## src/rtl/twiddle_fetch.sv

```systemverilog
// Twiddle-factor fetch for the 512-point FFT: two reads of the cosine ROM
// (k and k-N/4) assembled into W = cos - j*sin, or its conjugate for the inverse.
module twiddle_fetch #(
  parameter int D_WIDTH = 10,
  parameter int A_WIDTH = 9
) (
  input  logic               clk,
  input  logic               rstn,
  input  logic               req_valid,
  output logic               req_ready,
  input  logic [A_WIDTH-1:0] req_k,
  input  logic               req_inv,
  output logic [A_WIDTH-1:0] rom_addr,
  input  logic [D_WIDTH-1:0] rom_data,
  output logic               tw_valid,
  input  logic               tw_ready,
  output logic [D_WIDTH-1:0] tw_re,
  output logic [D_WIDTH-1:0] tw_im,
  output logic [A_WIDTH-1:0] tw_k
);
  localparam logic [A_WIDTH-1:0] QTR   = A_WIDTH'(1) << (A_WIDTH-2);
  localparam logic [D_WIDTH-1:0] D_MIN = {1'b1, {(D_WIDTH-1){1'b0}}};
  localparam logic [D_WIDTH-1:0] D_MAX = ~D_MIN;

  typedef enum logic [2:0] {IDLE, S_COS, S_SIN, S_IM, S_OUT} state_t;
  state_t state, state_nxt;

  logic [A_WIDTH-1:0] k_q;
  logic               inv_q;
  logic               accept;
  logic [D_WIDTH-1:0] neg_sin;

  assign req_ready = (state == IDLE) || (state == S_OUT && tw_ready);
  assign accept    = req_valid && req_ready;
  // Negating the most-negative code would overflow; clamp to full-scale positive.
  assign neg_sin   = (rom_data == D_MIN) ? D_MAX : (~rom_data + D_WIDTH'(1));

  always_comb begin
    state_nxt = state;
    case (state)
      IDLE:    if (accept) state_nxt = S_COS;
      S_COS:   state_nxt = S_SIN;
      S_SIN:   state_nxt = S_IM;
      S_IM:    state_nxt = S_OUT;
      S_OUT:   if (accept) state_nxt = S_COS;
               else if (tw_ready) state_nxt = IDLE;
      default: state_nxt = IDLE;
    endcase
  end

  always_ff @(posedge clk or negedge rstn) begin
    if (!rstn) begin
      state    <= IDLE;
      k_q      <= '0;
      inv_q    <= 1'b0;
      rom_addr <= '0;
      tw_valid <= 1'b0;
      tw_re    <= '0;
      tw_im    <= '0;
      tw_k     <= '0;
    end else begin
      state <= state_nxt;
      case (state)
        S_COS: rom_addr <= k_q - QTR;
        S_SIN: tw_re    <= rom_data;
        S_IM: begin
          tw_im    <= inv_q ? rom_data : neg_sin;
          tw_valid <= 1'b1;
        end
        S_OUT: if (tw_ready) tw_valid <= 1'b0;
        default: ;
      endcase
      if (accept) begin
        rom_addr <= req_k;
        k_q      <= req_k;
        inv_q    <= req_inv;
        tw_k     <= req_k;
      end
    end
  end
endmodule

```

## config.mk

```make
export PLATFORM = sky130hd
export DESIGN_NAME = twiddle_fetch
export DESIGN_NICKNAME = d
export VERILOG_FILES = /design/src/rtl/twiddle_fetch.sv
export SDC_FILE = /design/constraint.sdc
export NUM_CORES = 1
export LEC_CHECK = 0
export ABC_AREA = 1
export CAP_MARGIN = 15
export CORE_ASPECT_RATIO = 0.9
export CORE_MARGIN = 2
export CORE_UTILIZATION = 41
export DETAILED_ROUTE_END_ITERATION = 7
export PLACE_DENSITY = 0.75
export SETUP_SLACK_MARGIN = 0.3
export SYNTH_ARGS = -nofsm -noshare
export SYNTH_HDL_FRONTEND = slang
export SYNTH_SLANG_ARGS = --single-unit
export TNS_END_PERCENT = 10
```

## constraint.sdc

```tcl
create_clock -name clk -period 1.1 [get_ports clk]
set_input_delay 0.22 -clock clk [delete_from_list [all_inputs] [get_ports clk]]
set_output_delay 0.22 -clock clk [all_outputs]
set_load 0.01 [all_outputs]
```

# After elaboration in Yosys (flattened, before gate mapping)
# Index checks and enable logic that the tools add are counted.
[totals]
mem_count = 0
elab_cells = 36
in_bits = 24
rom_bits = 0
mem_bits_rw = 0
output_inout_bits = 40
regBits = 43
latchBits = 0
[op_classes]
n_shift = 0
multipliers = 0
muxes = 10
order_cmp = 0
eq_ne = 8
n_bitwise = 1
add_sub_neg = 2
n_reduce_logical = 8
n_div = 0
[op_table]
columns = ["op", "n"]
rows = [
  ["$mux W10", 2],
  ["$mux W9", 2],
  ["$pmux W3 S5", 1],
  ["$add A10 B1 Y10 const B", 1],
  ["$eq A10 B10 Y1 const B", 1],
  ["$not A10 Y10", 1],
  ["$mux W3", 3],
  ["$sub A9 B8 Y9 const B", 1],
  ["$eq A3 B2 Y1 const B", 2],
  ["$ne A2 B2 Y1 const B", 2],
  ["$reduce_and A2 Y1", 2],
  ["$reduce_bool A2 Y1", 2],
  ["$eq A3 B1 Y1 const B", 1],
  ["$eq A3 B3 Y1 const B", 1],
  ["$logic_not A3 Y1", 1],
  ["$ne A3 B3 Y1 const B", 1],
  ["$logic_and A1 B1 Y1", 2],
  ["$pmux W1 S2", 1],
  ["$logic_or A1 B1 Y1", 1],
  ["$mux W1", 1],
]

# Depth between registers and ports, before layout
# Gate-level depths: netlist of run 1.
[depth]
ltp_word = 6
mapped_depth = 9
mapped_depth_nobuf = 9

# Least setup slack after synthesis of run 1
# Ideal clock, no wire load.
[synth_timing]
path_type = "register -> register"
from = "register state[1]"
to = "register rom_addr[0]"
setup_slack_ns = -0.152
n_path_buf = 1
t_required_ns = 0.983
stages_incl_launch_ff = 10
arrival_ns = 1.136
setup_ns = 0.117
period_less_slack_ns = 1.252
cell_sequence = "dfrtp_1 nor2_4 o21ai_4 inv_2 nand2_4 buf_6 nand2_1 nand2_2 nand2_1 nand2_1"
[synth_via]
elab_chain_len = 5
elab_cells_between_ends = 8
[synth_rtl]
columns = ["item", "line_no", "text"]
rows = [
  ["from (decl)", "26", "state_t state, state_nxt;"],
  ["from (signal assigned)", "62", "state <= state_nxt;"],
  ["$eq A3 B3 Y1", "33", "assign req_ready = (state == IDLE) || (state == S_OUT && tw_ready);"],
  ["$logic_and A1 B1 Y1", "33", ""],
  ["$logic_or A1 B1 Y1 *", "33", ""],
  ["named net req_ready", "10", "output logic req_ready,"],
  ["$logic_and A1 B1 Y1 *", "34", "assign accept = req_valid && req_ready;"],
  ["$mux W9 or $reduce_bool A2 Y1 (tied branches)", "--", ""],
  ["to (signal assigned)", "64", "S_COS: rom_addr <= k_q - QTR;"],
  ["to (signal assigned)", "74", "rom_addr <= req_k;"],
  ["to (decl)", "13", "output logic [A_WIDTH-1:0] rom_addr,"],
]
# The timed path passes the listed nets; every way through them passes the cells marked *.
# A chain may end at the register's enable or synchronous reset.

# Final worst setup path of run 1
[layout_timing]
from = "register state[1]"
to = "register rom_addr[7]"
[layout_via]
elab_chain_len = 5
elab_cells_between_ends = 8
[layout_rtl]
columns = ["item", "line_no"]
rows = [
  ["$eq A3 B3 Y1", "33"],
  ["$logic_and A1 B1 Y1", "33"],
  ["$logic_or A1 B1 Y1", "33"],
  ["$logic_and A1 B1 Y1", "34"],
  ["$mux W9 or $reduce_bool A2 Y1 (tied branches)", "--"],
]
# Parallel ways exist; a longest one is shown, timed or not.

==> reports/metrics.yaml, run 1 <==
timing:
  period_share_pct: 124
  rsz0062_at_grt: "true"
  slew_violations: 0
  fin_hold_ws_ns: 0.401
  clock.fmax_mhz: 732
  hold_viol_final: 0
  finalCriticalPeriod_ns: 1.37
  fin_skew_ns: 0.00600
  setup_viol: 42
  maxSlewHeadroom_pct: 83.1
  setup_ws_ns: -0.267
  tightest_slew_ns: 0.251
clock_tree:
  cts_sinks: 43
  cts.root.buffer_cell: "clkbuf_8"
  htreeDepth: 2
  cts_tree: "done"
  cts_buffer_depth: 2
  clk_pin_slew_ns: 0.08
  clkLatencyLatePin_ns: 0.30
  numCtsBuffers: 5
route:
  wl_per_cell_um: 13.5
  avgViaCountPerCell: 4.80
  final_antenna_net_count: 0
  drc: 0
  wl_mm: 5.62
  vias: 1998
  drt_iter0_markers: 161
  dr.pass1.iters: 4
cells_and_area:
  fillers: 396
  final_nets: 378
  postLayoutCoreUtil_pct: 68.9
  fin_cells: 416
  drive_gt1_share_pct: 39.5
  diodes: 0
  syn2layout_area_growth_pct: 58.2
worst_setup_path:
  crit_path_frequent_cell: "nor2_4"
  critPathBufInv: 2
  crit_family: "flip-flops"
  cpPeakStageDelay_ns: 0.42
  end_kind: "flip-flop"
  crit_chain: "nor2_4 -> o21ai_4 -> buf_4 -> nor2_4 -> buf_12 -> nor2_1 -> o21ai_1 -> nand2_1"
  cp_slowest_cell: "dfrtp_1"
  cp.arrival_ns: 1.56
  worstPathRequired_ns: 1.30
  cp-start-kind: "flip-flop"
  path_class: "flip-flop to flip-flop"
  cp_max_fo: 12
logic_synthesis:
  ys_seq_elements: 43
  synthFlopType: "dfrtp_1"
  synth_top_area_cell: "dfrtp_1"
  ys_top_cells_by_count: "nand2_1 (87), dfrtp_1 (43), nor2_1 (23)"
  async_reset_ff_share_pct: 100
  synth.most_common_cell: "nand2_1"
  netlist_area_um2: 1980
  synth_nets: 263
  synthCells: 238
  synth_top_area_share_pct: 54.3
  ys_warn_count: 0
  synth-seq-area-share_pct: 54.3
  avgSynthCellArea_um2: 8.32
  synth-edff-count: 0
  ys_types: 23
  yosys-top-cells-area: "dfrtp_1 (54%), nand2_1 (16%), nor2_1 (4.4%)"
placed_design:
  portBuffers: 63
  pre_cts_ws_ns: -0.665
  placed_cells: 398
  gp_congestion: 0.816
  place_hpwl_mm: 3.86
die:
  coreArea_um2: 4550
  num_rows: 23
  die_y_um: 69.9
  die_x_um: 77.3
  start_util_pct: 43.6
  ioPinCount: 64
  die-area_um2: 5400
global_routing:
  antenna_found_initial: 0
  track_usage_pct: 21.3
  grt_remaining_overflow: 0
  grt_first_pass_wirelength_mm: 9.18
  grt_pass1_vias: 1976
  grt_max_degree: 44
pwr:
  powerDensity_nw_per_um2: 2860
  peakVddDrop_mv: 1.84
  p_leak_uw: 0.00167
status:
  status: "complete, but fails checks"
  violations: "setup timing"
run:
  maxCapViolCount: 0
min_path:
  hold_class: "input pin to flip-flop"
[layout by cell type, fill, tap and decap left out, types with 4 or more instances in the layout]
cell,instances
dlygate4sd2_1,4
o21ai_1,8
nor2_1,18
clkdlybuf4s50_1,17
o21ai_0,8
xor2_1,4
nand3_1,7
nor2_2,4
clkbuf_8,6
dfrtp_1,43
inv_1,15
nand2_2,12
inv_2,7
buf_6,13
buf_2,34
nand2_1,82
buf_4,40
[metrics by stage]
| stage | area [um^2] | total power, uW | TNS, ns |
|---|---|---|---|
| after global placement | 2970 | 7440 | -14.76 |
| after global routing | 3130 | 9560 | -8.95 |
| after detailed placement | 2970 | 7560 | -16.20 |
| after CTS | 3040 | 8590 | -5.13 |
| after floorplan | 1980 | 4990 | -2.18 |
| final | 3130 | 8960 | -6.63 |
[flip-flops by register name, summed over array words and instances, names as in the netlist]
| name | flops |
|---|---|
| rom_addr | 9 |
| tw_valid | 1 |
| tw_im | 10 |
| inv_q | 1 |
| tw_re | 10 |
| state | 3 |
| k_q | 9 |
[logic make-up after synthesis]
logic type | Yosys count | synth area share (%)
DFF | 43 | 54.3
xor gates and xnor gates | 4 | 1.77
muxes | 1 | 0.569
AOI/OAI and AO/OA | 24 | 6.82
adders and majority gates | 1 | 0.632
buffers and inverters | 29 | 6.38
and+or+nand+nor | 136 | 29.5
[timing repair]
item	in CTS	in global routing
gates resized for setup	192	23
hold buffers	1	0
endpoints found under the setup margin	83	83
pin swaps	7	3
buffers inserted	8	1
hold endpoints to repair	43	0
[power breakdown]
| part | internal (uW) | switching (uW) | total (uW) |
|---|---|---|---|
| clock network | 735 | 550 | 1280 |
| logic | 2310 | 2560 | 4870 |
| registers | 2350 | 458 | 2810 |
| total | 5400 | 3570 | 8960 |
[cell type report]
type / count / area, um^2 / area share (%)
Tap cell: 62 / 77.6 / 2.48
Inverter: 24 / 95.1 / 3.04
Clock buffer: 6 / 82.6 / 2.64
Timing Repair Buffer: 113 / 900 / 28.7
Multi-Input combinational cell: 166 / 867 / 27.7
Clock inverter: 2 / 35.0 / 1.12
Sequential cell: 43 / 1080 / 34.3
[tightest hold or removal path: cells and delay by family]
family | cells | cell delay [ns]
buf+inv | 3 | 0.35
compound gates | 1 | 0.09
[final timing paths]
path,startpoint,endpoint,slack [ns],cells past startpoint
setup reg to reg,state[1],rom_addr[7],-0.27,8
hold reg to reg,rom_addr[6],rom_addr[6],0.48,2
min in group asynchronous,rstn,tw_im[2],0.41,3
max in group asynchronous,rstn,tw_re[2],0.48,3
hold / removal,rom_data[6],tw_re[6],0.40,4
setup / recovery,state[1],rom_addr[7],-0.27,8
[layer usage]
metal	GRT usage, %	share of wire, %
met5	0	0
met4	7.14	1.9
met3	4.26	5.0
met2	35.3	51
met1	27.9	42
No activity file was read; power rests on OpenSTA's default activity.
==> run 2: changes to the inputs <==
Settings changed: CELL_PAD_IN_SITES_DETAIL_PLACEMENT set to 0, CELL_PAD_IN_SITES_GLOBAL_PLACEMENT set to 1, CORE_ASPECT_RATIO 0.9 to 0.75, CORE_UTILIZATION 41 to 30, PLACE_DENSITY 0.75 to unset, PLACE_DENSITY_LB_ADDON set to 0.1, SLEW_MARGIN set to 20.
==> reports/metrics.yaml, run 2 (synthesis results as in run 1) <==
timing:
  finalCriticalPeriod_ns: 1.34  # was 1.37 ns
  setup_viol: 40  # was 42
  period_share_pct: 121  # was 124%
  slew_violations: 0  # unchanged
  tightest_slew_ns: 0.264  # was 0.251 ns
  hold_viol_final: 0  # unchanged
  fin_tns_setup_ns: -4.35  # was -6.63 ns
  fin_skew_ns: 0.00951  # was 0.00600 ns
  clock.fmax_mhz: 749  # was 732 MHz
  setup_ws_ns: -0.235  # was -0.267 ns
  maxSlewHeadroom_pct: 82.3  # was 83.1%
  rsz0062_at_grt: "true"  # unchanged
global_routing:
  grt_first_pass_wirelength_mm: 9.05  # was 9.18 mm
  track_usage_pct: 15.8  # was 21.3%
  grt_max_degree: 44  # unchanged
  antenna_found_initial: 0  # unchanged
  grt_pass1_vias: 1836  # was 1,976
  grt_remaining_overflow: 0  # unchanged
status:
  violations: "setup timing"  # unchanged
  status: "complete, but fails checks"  # unchanged
die:
  die-area_um2: 7270  # was 5400 um^2
  start_util_pct: 31.2  # was 43.6%
  die_x_um: 97.8  # was 77.3 um
  ioPinCount: 64  # unchanged
  die_y_um: 74.4  # was 69.9 um
  coreArea_um2: 6350  # was 4550 um^2
  num_rows: 25  # was 23
pwr:
  powerDensity_nw_per_um2: 2670  # was 2860 nW/um^2
  p_leak_uw: 0.00167  # about the same
  peakVddDrop_mv: 0.938  # was 1.84 mV
route:
  dr.pass1.iters: 4  # unchanged
  wl_mm: 5.50  # was 5.62 mm
  wl_met3_um: 274  # was 280 um
  wl_met1_mm: 2.98  # was 2.39 mm
  wl_met2_mm: 2.21  # was 2.85 mm
  highest_layer: "met4"  # unchanged
  drt_iter0_markers: 86  # was 161
  drc: 0  # unchanged
  final_antenna_net_count: 0  # unchanged
  avgViaCountPerCell: 4.33  # was 4.80
  wl_per_cell_um: 12.6  # was 13.5 um
  vias: 1893  # was 1,998
worst_setup_path:
  cp_slowest_cell: "dfrtp_1"  # unchanged
  cp.arrival_ns: 1.12  # was 1.56 ns
  cp_max_fo: 2  # was 12
  worstPathRequired_ns: 0.88  # was 1.30 ns
  crit_family: "flip-flops"  # unchanged
  end_kind: "output pin"  # was flip-flop
  path_class: "flip-flop to output pin"  # was flip-flop to flip-flop
  cp-start-kind: "flip-flop"  # unchanged
  cpPeakStageDelay_ns: 0.41  # was 0.42 ns
  crit_chain: "nor2_4 -> o21ai_4 -> inv_2 -> buf_2"  # was nor2_4 -> o21ai_4 -> buf_4 -> nor2_4 -> buf_12 -> nor2_1 -> o21ai_1 -> nand2_1
  critPathBufInv: 2  # unchanged
min_path:
  hold_class: "input pin to async pin"  # was input pin to flip-flop
clock_tree:
  numCtsBuffers: 5  # unchanged
  cts.root.buffer_cell: "clkbuf_8"  # unchanged
  cts_sinks: 43  # unchanged
  htreeDepth: 2  # unchanged
  cts_buffer_depth: 2  # unchanged
  cts_tree: "done"  # unchanged
  clkLatencyLatePin_ns: 0.29  # was 0.30 ns
  clk_pin_slew_ns: 0.09  # was 0.08 ns
cells_and_area:
  postLayoutCoreUtil_pct: 50.5  # was 68.9%
  final_nets: 380  # was 378
  reg.largest.list: "tw_im (10), tw_re (10)"  # unchanged
  drive_gt1_share_pct: 43.8  # was 39.5%
  diodes: 0  # unchanged
  layout_common_cells: "nand2_1 (78), dfrtp_1 (43), buf_4 (41), buf_2 (37), nand2_2 (16)"  # was nand2_1 (82), dfrtp_1 (43), buf_4 (40), buf_2 (34), nor2_1 (18)
  final_common_cell: "nand2_1"  # unchanged
  syn2layout_area_growth_pct: 61.8  # was 58.2%
run:
  maxCapViolCount: 0  # unchanged
placed_design:
  place_hpwl_mm: 4.03  # was 3.86 mm
  gp_congestion: 0.840  # was 0.816
  portBuffers: 63  # unchanged
==> run 2: changes by cell type in the layout (fill, tap and decap cells not counted), sizes merged <==
cell,change
clkdlybuf4s50,-5
bufinv,-1
clkinv,+2
dlymetal6s2s,-1
dlygate4sd2,+6
clkbuf,-1
buf,+2
==> run 2: worst paths after layout <==
path	startpoint	endpoint	slack (ns)	cells after the start
min	rstn	rom_addr[3]	0.43	3
min in group clk	rom_data[0]	tw_im[0]	0.44	4
max in group asynchronous	rstn	tw_re[1]	0.46	3
min reg2reg	tw_re[3]	tw_re[3]	0.48	2
max reg2reg	state[1]	rom_addr[4]	-0.22	10
max	state[1]	req_ready	-0.24	4
==> run 2: metal layers <==
layer  vias to the layer above  track usage (%)
met5                         -                0
met4                         0             3.24
met3                         5             4.04
met2                        43             22.7
met1                       868             24.0
li1                        977                -
==> run 2: area by class of cell <==
| type | count | area (um^2) |
|---|---|---|
| Clock buffer | 5 | 68.8 |
| Clock inverter | 3 | 15.0 |
| Fill cell | 635 | 3140 |
| Inverter | 24 | 103 |
| Multi-Input combinational cell | 166 | 938 |
| Sequential cell | 43 | 1080 |
| Tap cell | 81 | 101 |
| Timing Repair Buffer | 115 | 903 |
==> run 2: worst reg2reg max path, stage by stage (launching register included) <==
cell,delay (ns)
dfrtp_1,0.41
nor2_4,0.15
o21ai_4,0.08
inv_2,0.06
buf_6,0.10
nand2_8,0.05
buf_12,0.14
nand2_1,0.07
nand2_2,0.05
nand2_1,0.05
nand2_1,0.05
==> run 2: power by group <==
| group | switching, uW | total, uW | internal [uW] |
|---|---|---|---|
| Clock | 538 | 974 | 435 |
| Combinational | 2520 | 4750 | 2240 |
| Sequential | 476 | 2830 | 2350 |
| Total | 3530 | 8550 | 5020 |
==> run 2: stage by stage <==
| stage | hold WS [ns] | setup slack [ns] | instances | power [uW] | cell area [um^2] |
|---|---|---|---|---|---|
| final | 0.431 | -0.235 | 437 | 8550 | 3210 |
| after global routing | 0.454 | -0.309 | 437 | 9330 | 3210 |
| after CTS | 0.441 | -0.245 | 436 | 8330 | 3110 |
| after detailed placement | 0.220 | -0.650 | 416 | 7600 | 3010 |
| after global placement | 0.216 | -0.608 | 416 | 7580 | 3010 |
| after floorplan | -0.0756 | -0.152 | 238 | 4990 | 1980 |
==> run 2: timing repair <==
item / 4_1_cts / 5_1_grt
buffers inserted: 11 / 1
resized for setup: 208 / 23
pin swaps: 8 / 5
hold endpoints to repair: 43 / 0
hold buffers: 1 / 0
setup endpoints to repair: 83 / 83
